File: src/rtl/pipe_hazard_ctrl.sv
// rtl/pipe_hazard_ctrl.sv - in-order pipeline hazard control: forwarding selects, load/multi-cycle stalls, branch flush
module pipe_hazard_ctrl #(
  parameter int STAGES    = 5,
  parameter int RA_W      = 5,
  parameter int LOAD_DIST = 2,
  parameter int MC_W      = 6,
  localparam int NR       = STAGES - 1,
  localparam int D_W      = $clog2(STAGES - 1)
) (
  input  logic            clk,
  input  logic            rst,
  input  logic            enable,
  input  logic            id_valid,
  input  logic [RA_W-1:0] id_rs,
  input  logic [RA_W-1:0] id_rt,
  input  logic            id_rs_used,
  input  logic            id_rt_used,
  input  logic            id_wr,
  input  logic [RA_W-1:0] id_waddr,
  input  logic            id_load,
  input  logic            id_mc,
  input  logic [MC_W-1:0] id_mc_cyc,
  input  logic            branch_taken,
  output logic [NR-1:0]   n_stall,
  output logic [NR-1:0]   flush,
  output logic [D_W-1:0]  fwd_rs,
  output logic [D_W-1:0]  fwd_rt,
  output logic            mc_busy,
  output logic [15:0]     stall_cnt
);

  // Entry d describes the instruction d positions ahead of ID (1 = EX).
  logic [NR-1:1]   trk_valid;
  logic [NR-1:1]   trk_load;
  logic [RA_W-1:0] trk_waddr [1:NR-1];
  logic [MC_W-1:0] mc_cnt;

  logic rs_ld;
  logic rt_ld;
  logic load_stall;
  logic stalled;

  // Scan far-to-near so the nearest matching writer wins.
  always_comb begin
    fwd_rs = '0;
    fwd_rt = '0;
    rs_ld  = 1'b0;
    rt_ld  = 1'b0;
    for (int d = NR - 1; d >= 1; d--) begin
      if (id_rs_used && (id_rs != '0) && trk_valid[d] && (trk_waddr[d] == id_rs)) begin
        fwd_rs = D_W'(d);
        rs_ld  = trk_load[d] && (d < LOAD_DIST);
      end
      if (id_rt_used && (id_rt != '0) && trk_valid[d] && (trk_waddr[d] == id_rt)) begin
        fwd_rt = D_W'(d);
        rt_ld  = trk_load[d] && (d < LOAD_DIST);
      end
    end
  end

  always_comb begin
    mc_busy    = (mc_cnt != '0);
    load_stall = (rs_ld || rt_ld) && !branch_taken;
    n_stall    = '1;
    flush      = '0;
    if (!enable) begin
      n_stall = '0;
    end else if (mc_busy) begin
      n_stall[NR-1] = 1'b0;
      n_stall[NR-2] = 1'b0;
      flush[NR-3]   = 1'b1;
    end else if (branch_taken) begin
      flush[NR-1] = 1'b1;
      flush[NR-2] = 1'b1;
    end else if (load_stall) begin
      // Hold PC and IF/ID; a bubble enters ID/EX.
      n_stall[NR-1] = 1'b0;
      flush[NR-2]   = 1'b1;
    end
    stalled = enable && (n_stall != '1);
  end

  always_ff @(posedge clk) begin
    if (!rst) begin
      trk_valid <= '0;
      trk_load  <= '0;
      for (int d = 1; d <= NR - 1; d++) trk_waddr[d] <= '0;
      mc_cnt    <= '0;
      stall_cnt <= '0;
    end else if (enable) begin
      if (stalled && (stall_cnt != 16'hFFFF)) stall_cnt <= stall_cnt + 16'd1;
      if (mc_busy) begin
        // Multi-cycle op stays in EX; downstream drains behind a bubble.
        mc_cnt <= mc_cnt - MC_W'(1);
        for (int d = NR - 1; d >= 3; d--) begin
          trk_valid[d] <= trk_valid[d-1];
          trk_load[d]  <= trk_load[d-1];
          trk_waddr[d] <= trk_waddr[d-1];
        end
        trk_valid[2] <= 1'b0;
        trk_load[2]  <= 1'b0;
        trk_waddr[2] <= '0;
      end else begin
        for (int d = NR - 1; d >= 2; d--) begin
          trk_valid[d] <= trk_valid[d-1];
          trk_load[d]  <= trk_load[d-1];
          trk_waddr[d] <= trk_waddr[d-1];
        end
        if (branch_taken || load_stall) begin
          trk_valid[1] <= 1'b0;
          trk_load[1]  <= 1'b0;
          trk_waddr[1] <= '0;
        end else begin
          trk_valid[1] <= id_valid && id_wr && (id_waddr != '0);
          trk_load[1]  <= id_load;
          trk_waddr[1] <= id_waddr;
          if (id_valid && id_mc && (id_mc_cyc >= MC_W'(2))) mc_cnt <= id_mc_cyc - MC_W'(1);
        end
      end
    end
  end

endmodule

File: config.mk
export PLATFORM = sky130hd
export DESIGN_NAME = pipe_hazard_ctrl
export DESIGN_NICKNAME = d
export VERILOG_FILES = /design/src/rtl/pipe_hazard_ctrl.sv
export SDC_FILE = /design/constraint.sdc
export NUM_CORES = 1
export LEC_CHECK = 0
export ABC_AREA = 1
export CAP_MARGIN = 20
export CORE_ASPECT_RATIO = 0.7
export CORE_UTILIZATION = 52
export DETAILED_ROUTE_END_ITERATION = 16
export GPL_ROUTABILITY_DRIVEN = 0
export PLACE_DENSITY = 0.81
export SLEW_MARGIN = 20
export SYNTH_ARGS = -nofsm -noshare
export SYNTH_HDL_FRONTEND = slang
export SYNTH_SLANG_ARGS = --single-unit
File: constraint.sdc
create_clock -name clk -period 2.1 [get_ports clk]
set_clock_uncertainty 0.05 [all_clocks]
set_input_delay 0.315 -clock clk [delete_from_list [all_inputs] [get_ports clk]]
set_output_delay 0.315 -clock clk [all_outputs]
set_load 0.01 [all_outputs]
# Yosys cells after proc, flatten, opt, wreduce, memory -nomap -nowiden
# Memories as Yosys holds them, arrays and structs flattened.
# Cells that the tools add are included.
[totals]
out_inout_bits = 29
inputBits = 31
ff_bits = 26
wordCells = 107
ram_bits = 15
n_memories = 1
[memory_table]
columns = ["name", "words", "word_bits", "read_ports", "rd_ports_with_merged_regs", "wr", "line_no", "source"]
rows = [
  ["trk_waddr", 3, 5, 3, 0, 3, "35", "logic [RA_W-1:0] trk_waddr [1:NR-1];"],
]
[op_classes]
mux = 49
order_cmp = 1
bitwise_logic = 7
n_eq_ne = 9
n_reduce_logical = 32
add_sub_neg = 3
[ops]
columns = ["operator", "n"]
rows = [
  ["$eq A5 B5 Y1", 6],
  ["$mux W1", 30],
  ["$mux W5", 6],
  ["$logic_and A1 B1 Y1", 21],
  ["$mux W2", 9],
  ["$mux W6", 3],
  ["$add A16 B1 Y16 const B", 1],
  ["$ne A16 B16 Y1 const B", 1],
  ["$reduce_bool A5 Y1", 3],
  ["$sub A6 B1 Y6 const B", 2],
  ["$ge A6 B2 Y1 const B", 1],
  ["$or A1 B1 Y1", 6],
  ["$reduce_bool A6 Y1", 1],
  ["$ne A4 B4 Y1 const B", 1],
  ["$reduce_and A2 Y1", 2],
  ["$mux W3", 1],
  ["$reduce_and A3 Y1", 1],
  ["$logic_or A1 B1 Y1", 2],
  ["$ne A2 B2 Y1 const B", 1],
  ["$reduce_bool A2 Y1", 1],
  ["$logic_not A1 Y1", 1],
  ["$not A1 Y1", 1],
]

# Longest topological paths before layout
# Gate-level depths: netlist of the first run.
[logic_depth]
depth_word = 15
depth_mapped = 12

# Worst setup path after synthesis of the first run
# Ideal clock, no wire load.
[synth_timing]
kind = "register -> register"
startpoint = "register stall_cnt[0]"
endpoint = "register stall_cnt[3]"
path_buffers = 1
setup_ps = 138
slack_ps = 330
required_time_ps = 1912
path_stages_with_launch = 10
arrival_ps = 1582
synth_period_minus_slack_ps = 1770
path_cell_list = "dfxtp_1 ha_1 nand3_2 nor2_4 and2b_4 a21oi_4 nand3_4 buf_12 nand2_1 a21oi_2"
[synth_via]
elab_chain_cells = 3
word_cells_on_any_way = 4
[synth_lines]
columns = ["element", "line_no", "source"]
rows = [
  ["start, declared", "29", "output logic [15:0] stall_cnt"],
  ["start signal, assigned", "91", "if (stalled && (stall_cnt != 16'hFFFF)) stall_cnt <= stall_cnt + 16'd1;"],
  ["branches (longest 3 deep; another with $add A16 B1 Y16)", "--", ""],
]
# Several ways; the timed one is not identified.
# A chain may end at the register's enable or synchronous reset.

==> impl_metrics.toml, run 1 <==
[route]
drc_errors = 0
drt-total-wl_um = 7515
vias_per_cell = 5.346
avgRoutedWirePerCell_um = 14.05
first_pass_iters = 5
ant_nets = 0
vias = 2860
drt_iter0_markers = 288

[worst_setup_path]
worstReg2RegEnd = "stall_cnt[4]"
cp_data_arrival_time_ns = 1.75
cp_cell_sequence = "xnor2_1 > nand2_1 > nor2_2 > nand3_1 > a21boi_1 > clkdlybuf4s15_2"
rr_worst_depth = 10
crit_path_max_fanout = 3
worstReg2RegStart = "trk_waddr[0][9]"
cpPeakStageDelay_ns = 0.45
cp-end-kind = "output port"
reg2reg_slack_ns = 0.08
cp.required_ns = 1.74
cp-start-kind = "flop"
worst-setup-path-type = "flop to output port"
cpMaxStageDelayCell = "edfxtp_1"

[finish]
antenna_cells = 0
final_cell_mix = "nand2_1, inv_1, nor2_1, clkdlybuf4s50_1, dfxtp_1"
postLayoutCellArea_um2 = 3766
syn2layout_area_growth_pct = 31.90
fillers = 409
layout.nets = 495
finalNonFillerCells = 535
layout-drive-gt1-share = 0.1901
final_common_cell = "nand2_1"

[worst_hold_path]
holdPathStages = 2
hp-class = "flop to flop"
min_to = "stall_cnt[1]"
min_from = "stall_cnt[1]"

[sta]
hold_viol = 0
fin_crit_sh = 1.005
worst_slack_ns = -0.01002
hold_slack_ns = 0.4591
worst_slew_pin_slew_ns = 0.5180
drv_slew = 0
slew_headroom = 0.6520
finalSetupTns_ns = -0.01002
rsz0062_at_grt = "true"
finalSetupViolCount = 1
period_minus_slack_ns = 2.110
clock.fmax_ghz = 0.4739

[cts]
clk_pin_slew_ns = 0.09
cts_hold_buffers = 0
cts_root_buf = "clkbuf_8"
numCtsBuffers = 5
clockBufferDepth = 2
h-tree-depth = 2
clock_latency_ns = 0.31
cts_tree = "yes"
cts.sinks = 41

[global_routing]
grt_max_degree = 18
antenna_found_initial = 0
globalRouteOverflowTotal = 0
grt_pass1_vias = 2582
grt_usage = 0.2618
grt_pass1_wl_um = 12120

[synth]
syn-num-nets = 413
ys_types = 40
yosys_warnings = 0
yosysSeqAreaShare = 0.3401
yosys.area.top_type = "dfxtp_1"
synth_seq_cells = 41
synth_top_area_share = 0.1823
netlist_area_um2 = 2855
synth_cells = 380
synth_area_leaders = "dfxtp_1, edfxtp_1, nand2_1"
syn_avg_cell_area_um2 = 7.514

[status]
status = "complete, but fails checks"
violations = "setup timing"

[placement]
io_buffers = 58
dp_cells = 522
dpl_cell_area_um2 = 3593
dp_hpwl_um = 5571

[floorplan]
core-area_um2 = 5258
die_y_um = 64.00
io_pins = 60
rows = 22
die_area_um2 = 5796
start_util = 0.5431
fp.dieW_um = 90.57

[pwr]
combPwrFrac = 0.462
vdd_drop_max_mv = 0.6510
seqPwrFrac = 0.337
finalPower_w = 0.003007
pwr-share-clk = 0.201
p_per_area_nw_per_um2 = 798.5
power.share.switching = 0.4005
intPower_w = 0.001803
power.switching_w = 0.001204
leakage_nw = 1.663

[job]
maxCapViolCount = 0
==> logic make-up (layout without fill, tap and decap cells) <==
group                      count (synthesis)  in the layout  synth area share
AOI/OAI and AO/OA                         45             45            0.1060
xor gates and xnor gates                  29             29           0.08896
adders and majority gates                  2              2          0.008763
buffers and inverters                     73            155            0.1174
DFF                                       41             41            0.3401
other                                      1              1          0.001313
and+or+nand+nor                          189            190            0.3374
==> final cells by class <==
type / count / area (µm²) / share of cell area
well taps: 72 / 90.09 / 0.02392
clock inverters: 2 / 11.26 / 0.002990
clock buffers: 6 / 93.84 / 0.02492
repair buffers: 83 / 747.0 / 0.1983
flip-flops and latches: 41 / 972.2 / 0.2581
multi-input cells: 267 / 1607 / 0.4266
inverters: 64 / 245.2 / 0.06512
==> through the flow <==
stage / utilization / setup WS [ns]
after floorplan: - / 0.3298
after global placement: 0.6835 / -0.4642
after detailed placement: 0.6835 / -0.4892
after CTS: 0.7037 / 0.002248
after global routing: 0.7163 / -0.05560
final: 0.7163 / -0.01002
==> synthesized netlist by cell type (all sizes together) <==
library cell,n
a21boi,2
a21o,1
a21oi,27
and2b,1
and3,1
buf,8
conb,1
dfxtp,26
dlygate4sd1,1
edfxtp,15
ha,2
inv,64
nand2,74
nand3,28
nand3b,1
nand4,25
nor2,52
nor3,5
nor4,2
o21ai,7
o221ai,2
o22ai,5
o311ai,1
xnor2,8
xor2,21
==> layer usage <==
layer	track usage	vias to the layer above	share of wire
met1	0.3731	1298	0.46
met4	0.05645	0	0.010
li1	-	1407	-
met3	0.04524	11	0.079
met5	0	-	0
met2	0.4148	144	0.45
==> worst max-delay path, delay by kind of cell, from the launching register on <==
kind | cells | cell delay [ns]
AOI/OAI and AO/OA | 1 | 0.17
and+or+nand+nor | 3 | 0.39
DFF | 1 | 0.45
xor gates and xnor gates | 1 | 0.21
buffers and inverters | 1 | 0.22
==> sequential cells by signal (all words and copies together), names as in the netlist <==
name	cells
trk_valid	3
trk_waddr	15
mc_cnt	6
trk_load	1
stall_cnt	16
==> power groups by stage <==
stage                     sequential (W)  combinational [W]  clock [W]
final                            0.00101            0.00139   0.000605
after global routing             0.00102            0.00153   0.000633
after CTS                        0.00101            0.00132   0.000607
after detailed placement         0.00103            0.00133          0
after global placement           0.00103            0.00131          0
after floorplan                  0.00101           0.000908          0
==> worst max-delay path by stage <==
stage	start	to
6_report	trk_waddr[0][9]	fwd_rt[1]
4_1_cts	trk_waddr[0][12]	fwd_rt[1]
3_5_place_dp	id_rs[1]	flush[2]
5_1_grt	trk_waddr[0][12]	fwd_rt[1]
2_1_floorplan	stall_cnt[0]	stall_cnt[3]
3_3_place_gp	id_rs[1]	flush[2]
==> timing repair <==
item,4_1_cts,5_1_grt
endpoints found under the setup margin,10,19
cloned,0,1
pin swaps,9,8
buffers inserted,1,3
resized for setup,36,13
Note: power is estimated with default switching activity, not from simulation.
==> inputs of run 2 (changes only) <==
--- a/config.mk
+++ b/config.mk
@@ -12,6 +12,7 @@
 export DETAILED_ROUTE_END_ITERATION = 16
 export GPL_ROUTABILITY_DRIVEN = 0
 export PLACE_DENSITY = 0.81
+export SKIP_CTS_REPAIR_TIMING = 1
 export SLEW_MARGIN = 20
 export SYNTH_ARGS = -nofsm -noshare
 export SYNTH_HDL_FRONTEND = slang
==> run 2 against run 1 <==
The run still ends with setup timing left. Non-clock buffer count down 1. Power is 0.35% higher. Count of clock-buffer cells in the layout did not move. Final area is 1.1% higher. Worst hold slack about the same. Register-to-register slack barely moved. Routed wire length fell by 1.3%. Die area is the same. Clock power is essentially flat. Via count is 0.52% lower. Sequential share of layout area decreased by 0.28 points. Largest power group unchanged.
==> impl_metrics.toml, run 2 (synthesis gave the netlist of run 1 again) <==
[sta]
drv_slew = 0
rsz0062_at_grt = "true"
hold_viol = 0
slew_headroom = 0.6376
clock.fmax_ghz = 0.4628
worst_slack_ns = -0.06071
period_minus_slack_ns = 2.161
worst_slew_pin_slew_ns = 0.5395
fin_crit_sh = 1.029
finalSetupViolCount = 1

[route]
drc_errors = 0
ant_nets = 0
drt_iter0_markers = 211
vias_per_cell = 5.338
drt-total-wl_um = 7418
first_pass_iters = 6
vias = 2845
avgRoutedWirePerCell_um = 13.92

[floorplan]
io_pins = 60
die_area_um2 = 5796
core-area_um2 = 5258
start_util = 0.5431
rows = 22
fp.dieW_um = 90.57
die_y_um = 64.00

[global_routing]
grt_pass1_wl_um = 12010
use_met3 = 0.04643
met1_usage = 0.3664
use_met2 = 0.4110
grt_pass1_vias = 2576
grt_usage = 0.2594
globalRouteOverflowTotal = 0
grt_busiest_layer = "met2"
antenna_found_initial = 0
grt_max_degree = 18

[worst_hold_path]
hp-class = "flop to flop"

[placement]
dp_cells = 522
dp_hpwl_um = 5571
io_buffers = 58

[finish]
multi_input_area_um2 = 1599
final_common_cell = "nand2_1"
antenna_cells = 0
largest_reg_flops = 16
syn2layout_area_growth_pct = 33.35
final_core_util = 0.7242
fillers = 399
layout.nets = 493
top_regs = "stall_cnt: 16 flops, trk_waddr: 15 flops, mc_cnt: 6 flops"
largest_register = "stall_cnt"
layout-drive-gt1-share = 0.1887
register_area_um2 = 972.2
final_cell_mix = "nand2_1, inv_1, nor2_1, clkdlybuf4s50_1, dfxtp_1"
finalNonFillerCells = 533

[worst_setup_path]
cp.required_ns = 1.74
cp-end-kind = "output port"
cp_cell_sequence = "buf_4 > a21oi_2 > nand2_2 > nor2_4 > nand3_1 > a21boi_1 > dlymetal6s2s_1"
cp-start-kind = "flop"
cp_data_arrival_time_ns = 1.80
cpPeakStageDelay_ns = 0.41
cpMaxStageDelayCell = "edfxtp_1"
crit_path_max_fanout = 3
worst-setup-path-type = "flop to output port"

[cts]
cts_tree = "yes"
cts_root_buf = "clkbuf_8"
cts.sinks = 41
clockBufferDepth = 2
clock_latency_ns = 0.31
numCtsBuffers = 5
clk_pin_slew_ns = 0.09
h-tree-depth = 2

[job]
maxCapViolCount = 0

[pwr]
vdd_drop_max_mv = 0.6132
p_per_area_nw_per_um2 = 792.6
leakage_nw = 1.805
finalPower_w = 0.003018

[status]
status = "complete, but fails checks"
violations = "setup timing"
run 2: path summary, 6_finish.rpt:
path	to	start	slack (ns)	depth (start not counted)
max	fwd_rs[1]	trk_waddr[0][8]	-0.06	7
min	stall_cnt[1]	stall_cnt[1]	0.46	2
max reg2reg	stall_cnt[3]	trk_waddr[0][9]	0.09	10
min reg2reg	stall_cnt[1]	stall_cnt[1]	0.46	2
run 2: report_power, final:
part	switching [W]	internal [W]	total, W
Sequential	0.0000894	0.000927	0.00102
Combinational	0.000806	0.000593	0.00140
Clock	0.000299	0.000302	0.000602
run 2: layer usage:
layer  vias up  wire length, µm
met4         0              104
li1       1401                -
met1      1289             3422
met2       144             3291
met5         -                0
met3        11              600
run 2: final cells by class:
cell class,count,area share
Timing Repair Buffer,82,0.2090
Sequential cell,41,0.2553
Clock buffer,6,0.02465
Clock inverter,2,0.002958
Inverter,64,0.06441
Tap cell,72,0.02366
Multi-Input combinational cell,266,0.4200
run 2: critical path, delay by kind of cell (launching register included):
family / cells / cell delay [ns]
AO/OA/AOI/OAI: 2 / 0.32
AND/OR/NAND/NOR: 3 / 0.40
buffers and inverters: 2 / 0.34
flip-flops: 1 / 0.41
run 2: metrics by stage:
stage | instance area, µm² | setup TNS [ns] | worst slack [ns] | hold slack (ns)
finish | 3807 | -0.06071 | -0.06071 | 0.4592
global route | 3807 | -0.4513 | -0.1243 | 0.4790
CTS | 3699 | -2.805 | -0.5099 | 0.4622
detailed placement | 3593 | -10.09 | -0.4892 | 0.4477
global placement | 3593 | -8.708 | -0.4642 | 0.4423
floorplan | 2855 | 0 | 0.3298 | 0.4139
